===== src/rtl/oam_dma_ctrl_if.sv =====
// Bus bundle around the OAM DMA controller: the CPU side, external memory, HRAM and the OAM write port.
// The master modport is the controller's view. The slave modport is the view of the surrounding CPU and memories.
interface oam_dma_ctrl_if;
    logic        cpu_rd_en;
    logic        cpu_wr_en;
    logic [15:0] cpu_addr;
    logic [7:0]  cpu_wdata;
    logic [7:0]  cpu_rdata;
    logic        mem_rd_en;
    logic        mem_wr_en;
    logic [15:0] mem_addr;
    logic [7:0]  mem_wdata;
    logic [7:0]  mem_rdata;
    logic        hram_rd_en;
    logic        hram_wr_en;
    logic [6:0]  hram_addr;
    logic [7:0]  hram_wdata;
    logic [7:0]  hram_rdata;
    logic        oam_we;
    logic [7:0]  oam_addr;
    logic [7:0]  oam_wdata;
    logic        dma_active;

    modport master (
        input  cpu_rd_en, cpu_wr_en, cpu_addr, cpu_wdata, mem_rdata, hram_rdata,
        output cpu_rdata, mem_rd_en, mem_wr_en, mem_addr, mem_wdata,
               hram_rd_en, hram_wr_en, hram_addr, hram_wdata,
               oam_we, oam_addr, oam_wdata, dma_active
    );

    modport slave (
        output cpu_rd_en, cpu_wr_en, cpu_addr, cpu_wdata, mem_rdata, hram_rdata,
        input  cpu_rdata, mem_rd_en, mem_wr_en, mem_addr, mem_wdata,
               hram_rd_en, hram_wr_en, hram_addr, hram_wdata,
               oam_we, oam_addr, oam_wdata, dma_active
    );
endinterface


===== src/rtl/oam_dma_ctrl.sv =====
// The OAM DMA register at FF46 and the engine behind it. It copies {src,00..9F} into OAM.
// While a copy runs, the engine owns the external bus and the CPU can only reach HRAM and FF46.
module oam_dma_ctrl #(
    parameter int CYCLES_PER_BYTE = 4,
    parameter int OAM_LEN         = 160
) (
    input  logic           clk,
    input  logic           rst,
    oam_dma_ctrl_if.master bus
);
    localparam int PW = (CYCLES_PER_BYTE > 1) ? $clog2(CYCLES_PER_BYTE) : 1;

    typedef enum logic [1:0] {IDLE, START, XFER} state_t;

    state_t          state;
    logic [7:0]      dma_reg;
    logic [7:0]      src;
    logic [7:0]      idx;
    logic [PW-1:0]   pace;

    logic is_hram, is_reg, is_ext;
    logic cpu_wr, cpu_rd;
    logic xfer, byte_slot, pace_wrap, last_byte;

    assign is_hram   = (bus.cpu_addr >= 16'hFF80) && (bus.cpu_addr <= 16'hFFFE);
    assign is_reg    = (bus.cpu_addr == 16'hFF46);
    assign is_ext    = !is_hram && !is_reg;
    // A simultaneous read and write strobe is treated as a write.
    assign cpu_wr    = bus.cpu_wr_en;
    assign cpu_rd    = bus.cpu_rd_en && !bus.cpu_wr_en;
    assign xfer      = (state == XFER);
    assign byte_slot = xfer && (pace == '0);
    assign pace_wrap = (pace == PW'(CYCLES_PER_BYTE - 1));
    assign last_byte = (idx == 8'(OAM_LEN - 1));

    assign bus.dma_active = xfer;

    always_ff @(posedge clk) begin
        if (rst) begin
            state   <= IDLE;
            dma_reg <= 8'hFF;
            src     <= 8'h00;
            idx     <= 8'h00;
            pace    <= '0;
        end else if (cpu_wr && is_reg) begin
            dma_reg <= bus.cpu_wdata;
            state   <= START;
        end else begin
            case (state)
                IDLE: state <= IDLE;
                START: begin
                    // Sources E0-FF fall in echo RAM, so they are folded back onto C0-DF.
                    src   <= (dma_reg >= 8'hE0) ? (dma_reg - 8'h20) : dma_reg;
                    idx   <= 8'h00;
                    pace  <= '0;
                    state <= XFER;
                end
                XFER: begin
                    if (pace_wrap) begin
                        pace <= '0;
                        if (last_byte) state <= IDLE;
                        else           idx   <= idx + 8'h01;
                    end else begin
                        pace <= pace + PW'(1);
                    end
                end
                default: state <= IDLE;
            endcase
        end
    end

    always_comb begin
        bus.cpu_rdata  = 8'h00;
        bus.mem_rd_en  = 1'b0;
        bus.mem_wr_en  = 1'b0;
        bus.mem_addr   = 16'h0000;
        bus.mem_wdata  = 8'h00;
        bus.hram_rd_en = 1'b0;
        bus.hram_wr_en = 1'b0;
        bus.hram_addr  = 7'h00;
        bus.hram_wdata = 8'h00;
        bus.oam_we     = 1'b0;
        bus.oam_addr   = 8'h00;
        bus.oam_wdata  = 8'h00;

        if (is_hram) begin
            bus.hram_rd_en = cpu_rd;
            bus.hram_wr_en = cpu_wr;
            if (cpu_rd || cpu_wr) bus.hram_addr = bus.cpu_addr[6:0];
            if (cpu_wr) bus.hram_wdata = bus.cpu_wdata;
            if (cpu_rd) bus.cpu_rdata = bus.hram_rdata;
        end else if (is_reg) begin
            if (cpu_rd) bus.cpu_rdata = dma_reg;
        end else if (is_ext && xfer) begin
            if (cpu_rd) bus.cpu_rdata = 8'hFF;
        end else if (is_ext) begin
            bus.mem_rd_en = cpu_rd;
            bus.mem_wr_en = cpu_wr;
            if (cpu_rd || cpu_wr) bus.mem_addr = bus.cpu_addr;
            if (cpu_wr) bus.mem_wdata = bus.cpu_wdata;
            if (cpu_rd) bus.cpu_rdata = bus.mem_rdata;
        end

        // A copy slot uses only registered state for the address. The read data passes straight into OAM.
        if (byte_slot) begin
            bus.mem_rd_en = 1'b1;
            bus.mem_addr  = {src, idx};
            bus.oam_we    = 1'b1;
            bus.oam_addr  = idx;
            bus.oam_wdata = bus.mem_rdata;
        end
    end
endmodule


===== src/flat_wrapper.sv =====
// flat-port wrapper written by rule: the top's interface ports become plain ports
module oam_dma_ctrl_flat 
#(
    parameter int CYCLES_PER_BYTE = 4,
    parameter int OAM_LEN         = 160
)
  (clk, rst, bus_cpu_rd_en, bus_cpu_wr_en, bus_cpu_addr, bus_cpu_wdata, bus_mem_rdata, bus_hram_rdata, bus_cpu_rdata, bus_mem_rd_en, bus_mem_wr_en, bus_mem_addr, bus_mem_wdata, bus_hram_rd_en, bus_hram_wr_en, bus_hram_addr, bus_hram_wdata, bus_oam_we, bus_oam_addr, bus_oam_wdata, bus_dma_active);
  oam_dma_ctrl_if bus_i ();
  input  logic clk;
  input  logic rst;
  input wire logic [$bits(bus_i.cpu_rd_en)-1:0] bus_cpu_rd_en;
  input wire logic [$bits(bus_i.cpu_wr_en)-1:0] bus_cpu_wr_en;
  input wire logic [$bits(bus_i.cpu_addr)-1:0] bus_cpu_addr;
  input wire logic [$bits(bus_i.cpu_wdata)-1:0] bus_cpu_wdata;
  input wire logic [$bits(bus_i.mem_rdata)-1:0] bus_mem_rdata;
  input wire logic [$bits(bus_i.hram_rdata)-1:0] bus_hram_rdata;
  output wire logic [$bits(bus_i.cpu_rdata)-1:0] bus_cpu_rdata;
  output wire logic [$bits(bus_i.mem_rd_en)-1:0] bus_mem_rd_en;
  output wire logic [$bits(bus_i.mem_wr_en)-1:0] bus_mem_wr_en;
  output wire logic [$bits(bus_i.mem_addr)-1:0] bus_mem_addr;
  output wire logic [$bits(bus_i.mem_wdata)-1:0] bus_mem_wdata;
  output wire logic [$bits(bus_i.hram_rd_en)-1:0] bus_hram_rd_en;
  output wire logic [$bits(bus_i.hram_wr_en)-1:0] bus_hram_wr_en;
  output wire logic [$bits(bus_i.hram_addr)-1:0] bus_hram_addr;
  output wire logic [$bits(bus_i.hram_wdata)-1:0] bus_hram_wdata;
  output wire logic [$bits(bus_i.oam_we)-1:0] bus_oam_we;
  output wire logic [$bits(bus_i.oam_addr)-1:0] bus_oam_addr;
  output wire logic [$bits(bus_i.oam_wdata)-1:0] bus_oam_wdata;
  output wire logic [$bits(bus_i.dma_active)-1:0] bus_dma_active;
  assign bus_i.cpu_rd_en = bus_cpu_rd_en;
  assign bus_i.cpu_wr_en = bus_cpu_wr_en;
  assign bus_i.cpu_addr = bus_cpu_addr;
  assign bus_i.cpu_wdata = bus_cpu_wdata;
  assign bus_i.mem_rdata = bus_mem_rdata;
  assign bus_i.hram_rdata = bus_hram_rdata;
  assign bus_cpu_rdata = bus_i.cpu_rdata;
  assign bus_mem_rd_en = bus_i.mem_rd_en;
  assign bus_mem_wr_en = bus_i.mem_wr_en;
  assign bus_mem_addr = bus_i.mem_addr;
  assign bus_mem_wdata = bus_i.mem_wdata;
  assign bus_hram_rd_en = bus_i.hram_rd_en;
  assign bus_hram_wr_en = bus_i.hram_wr_en;
  assign bus_hram_addr = bus_i.hram_addr;
  assign bus_hram_wdata = bus_i.hram_wdata;
  assign bus_oam_we = bus_i.oam_we;
  assign bus_oam_addr = bus_i.oam_addr;
  assign bus_oam_wdata = bus_i.oam_wdata;
  assign bus_dma_active = bus_i.dma_active;
  oam_dma_ctrl #(.CYCLES_PER_BYTE(CYCLES_PER_BYTE), .OAM_LEN(OAM_LEN)) u_core (.clk(clk), .rst(rst), .bus(bus_i));
endmodule

===== config.mk =====
export PLATFORM = sky130hd
export DESIGN_NAME = oam_dma_ctrl_flat
export DESIGN_NICKNAME = d
export VERILOG_FILES = /design/src/rtl/oam_dma_ctrl_if.sv /design/src/rtl/oam_dma_ctrl.sv /design/src/flat_wrapper.sv
export SDC_FILE = /design/constraint.sdc
export NUM_CORES = 1
export LEC_CHECK = 0
export CORE_UTILIZATION = 43
export DETAILED_ROUTE_END_ITERATION = 12
export PLACE_DENSITY = 0.87
export SYNTH_ARGS = -nofsm -noshare
export SYNTH_HDL_FRONTEND = slang
export SYNTH_SLANG_ARGS = --single-unit

===== constraint.sdc =====
create_clock -name clk -period 3.15 [get_ports clk]
set_input_delay 0.4725 -clock clk [delete_from_list [all_inputs] [get_ports clk]]
set_output_delay 0.4725 -clock clk [all_outputs]
set_load 0.01 [all_outputs]

==> impl_metrics.ini <==
[yosys]
netlist-cell-type-count = 44
synth.avg_cell_area_um2 = 7.63
synth_largest_type_area_fraction = 0.268
postSynthNetCount = 324
ys_ff_latch = 28
synthDominantAreaCellType = sky130_fd_sc_hd__dfxtp_1
sequential_fraction_of_the_synthesis_area = 0.268
synth.cell_area_um2 = 2090
yosys.cell_count.top_type = sky130_fd_sc_hd__nand2_1
yosys_most_used_dff = sky130_fd_sc_hd__dfxtp_1
synth_top_cells_by_count = sky130_fd_sc_hd__nand2_1 (30), sky130_fd_sc_hd__dfxtp_1 (28), sky130_fd_sc_hd__and3_1 (24)
ys.warnings.count = 0
synth-async-reset-ratio = 0
syn-instance-count = 274
synth_top_cells_by_area = sky130_fd_sc_hd__dfxtp_1 (27%), sky130_fd_sc_hd__and3_1 (7.2%), sky130_fd_sc_hd__and2_1 (5.7%), sky130_fd_sc_hd__nand2_1 (5.4%), sky130_fd_sc_hd__mux2i_1 (4.3%)
synth_edf_count = 0

[routing]
initialDrtViolationCount = 265
via_count_of_the_routed_design = 2616
wire_per_inst_um = 17.5
final_antenna_net_count = 0
route.final.wire_length_mm = 7.80
drt_first_pass_iters = 4
via_per_inst = 5.85
route.detailed.drc = 0

[critical_path]
worstPathRequired_ns = 2.68
critPathArrivalTime_ns = 2.68
worst-setup-path-type = in2out
crit_chain = clkdlybuf4s50_1 -> buf_4 -> nor4_4 -> and4_2 -> or3_1 -> o211ai_1 -> a21oi_1 -> clkdlybuf4s50_1
worst_setup_path_start_kind = input pin
worst_setup_path_end_kind = output pin
timing.critical_path.slowest_cell_delay_ns = 0.55
r2r_start = u_core.state[0]$_SDFFE_PP0P_
worst-path-buf-inv = 3
critical_path_peak_fanout = 5
critical_path.startpoint = bus_cpu_addr[3]
cp_top_family = buffers and inverters
timing.critical_path.mode_cell = sky130_fd_sc_hd__clkdlybuf4s50_1
worst_path_max_delay_cell = sky130_fd_sc_hd__clkdlybuf4s50_1

[outcome]
outcome = complete, but fails checks
violations = setup timing

[cells_and_area]
layout-drive-gt1-share = 0.109
layout.nets = 446
area_growth_pct = 69.9
antenna_cells = 0
final_design_area_no_fill_um2 = 3550

[power]
p_leak_uw = 0.00168
pwr_density_cell_nw_per_um2 = 234
power.ir.vdd_worst_v = 0.000210

[sta]
setup_violations = 1
finalWorstPathRequiredPeriod_ns = 3.15
rsz0062_at_grt = yes
worstMarginPinSlew_ns = 0.525
clock-skew-final_ns = 0.00270
worst_slack_ns = -0.00154
max_clock_freq_ghz = 0.317
final_hold_viol_count = 0
final-max-slew-violation-count = 0
layout_worst_path_cycle_share = 1.00
worst_slew_margin_rel = 0.650

[die]
die_width_um = 71.7
design.portCount = 113
die-area_um2 = 5140
fp.coreArea_um2 = 4500
dieHeight_um = 71.7
rows = 24
initial_utilization = 0.464

[clock_tree]
clock_tree.htree_level_count = 1
clockRootBuffer = sky130_fd_sc_hd__clkbuf_8
clk_transition_reported_paths_ns = 0.10
max-clock-path-buffers = 2
tritoncts.num_buffers = 3
cts_hold_buffers = 0
clock_insertion_delay_worst_skew_ns = 0.27
cts_tree = done
clkSinkCount = 28

[grt]
grt-ovfl-total = 0
grt_pass1_vias = 2458
largest_net_degree_at_the_start_of_global_routing = 29
grt_antenna_before_repair = 0
grt_use_total = 0.289
grt_first_pass_wirelength_mm = 11.9

[place]
placement.io_buffers = 112
dpl_worst_slack_ns = -0.315
weighted_congestion_at_the_end_of_routability_driven_global_placement = 0.901
place_area_um2 = 3350
dpl.hpwl_mm = 5.74

[min_path]
worst_hold_startpoint = u_core.pace[1]$_SDFFE_PP0P_
path_type_of_the_worst_min_delay_path = reg2reg

[run]
max_cap_violations = 0
cells by family after synthesis:
family / share of synthesized area
DFF: 0.268
adders and majority gates: 0.0359
buffers and inverters: 0.0683
muxes: 0.0431
AOI/OAI and AO/OA: 0.233
and+or+nand+nor: 0.351
repair_timing:
action	in CTS	in global routing
buffers inserted	2	1
cloned	1	0
resized for setup	8	25
endpoints found under the setup margin	25	45
pin swaps	2	2
cell type report:
cell class | count | area (um^2)
multi-input cells | 215 | 1440
clock inverters | 1 | 30.0
repair buffers | 137 | 1370
inverters | 11 | 41.3
fillers | 325 | 953
flip-flops and latches | 28 | 561
well taps | 52 | 65.1
clock buffers | 3 | 41.3
worst min-delay path, stage by stage, from the launching register on:
cell	delay, ns
sky130_fd_sc_hd__dfxtp_1	0.33
sky130_fd_sc_hd__o21ai_0	0.07
sky130_fd_sc_hd__a21oi_1	0.06
path summary, 6_finish.rpt:
kind                                       to  cells past startpoint  slack (ns)
setup reg to reg   u_core.idx[2]$_SDFFE_PP0P_                      6        1.16
setup / recovery             bus_cpu_rdata[1]                      8      -0.002
hold / removal    u_core.pace[1]$_SDFFE_PP0P_                      2        0.50
hold reg to reg   u_core.pace[1]$_SDFFE_PP0P_                      2        0.50
cell usage in the layout (no fill, tap or decap), types with 4 or more instances in the layout:
cell type                         Yosys  final
sky130_fd_sc_hd__clkdlybuf4s50_1      0     93
sky130_fd_sc_hd__nand2_1             30     30
sky130_fd_sc_hd__dfxtp_1             28     28
sky130_fd_sc_hd__and3_1              24     23
sky130_fd_sc_hd__buf_4                3     22
sky130_fd_sc_hd__nor2_1              20     19
sky130_fd_sc_hd__and2_1              19     19
sky130_fd_sc_hd__dlymetal6s2s_1       0     17
sky130_fd_sc_hd__a21oi_1             16     16
sky130_fd_sc_hd__inv_1               10     10
sky130_fd_sc_hd__mux2i_1              9      9
sky130_fd_sc_hd__a22o_1               8      8
sky130_fd_sc_hd__a21o_1               8      8
sky130_fd_sc_hd__or3_1                7      7
sky130_fd_sc_hd__o211ai_1             6      6
sky130_fd_sc_hd__ha_1                 6      6
sky130_fd_sc_hd__o21ai_0              5      5
sky130_fd_sc_hd__a211o_1              5      5
sky130_fd_sc_hd__nand3b_1             5      5
sky130_fd_sc_hd__nand4_1              4      4
sky130_fd_sc_hd__nand3_1              5      4
sky130_fd_sc_hd__a31oi_1              4      4
sky130_fd_sc_hd__o31ai_1              4      4
through the flow:
| step | utilization | std cells | total power [uW] | hold slack [ns] | setup TNS, ns |
|---|---|---|---|---|---|
| CTS | 0.771 | 446 | 830 | 0.501 | 0 |
| detailed placement | 0.744 | 439 | 546 | 0.488 | -6.53 |
| finish | 0.788 | 447 | 829 | 0.501 | -0.00154 |
| floorplan | - | 274 | 418 | 0.460 | 0 |
| global route | 0.788 | 447 | 857 | 0.529 | -0.283 |
| global placement | 0.744 | 439 | 544 | 0.479 | -5.36 |
report_power, final:
part           internal [uW]  switching (uW)  total, uW
Combinational            118            72.4        191
Clock                    170             115        285
Sequential               354         0.00234        354
Total                    642             187        829
per-layer routing:
metal | up-vias | part of all wire | GRT usage
li1 | 1244 | - | -
met4 | 0 | 0.016 | 0.102
met3 | 11 | 0.069 | 0.0366
met5 | - | 0 | 0
met1 | 1236 | 0.42 | 0.362
met2 | 125 | 0.49 | 0.508
(Power assumes the default switching activity.)
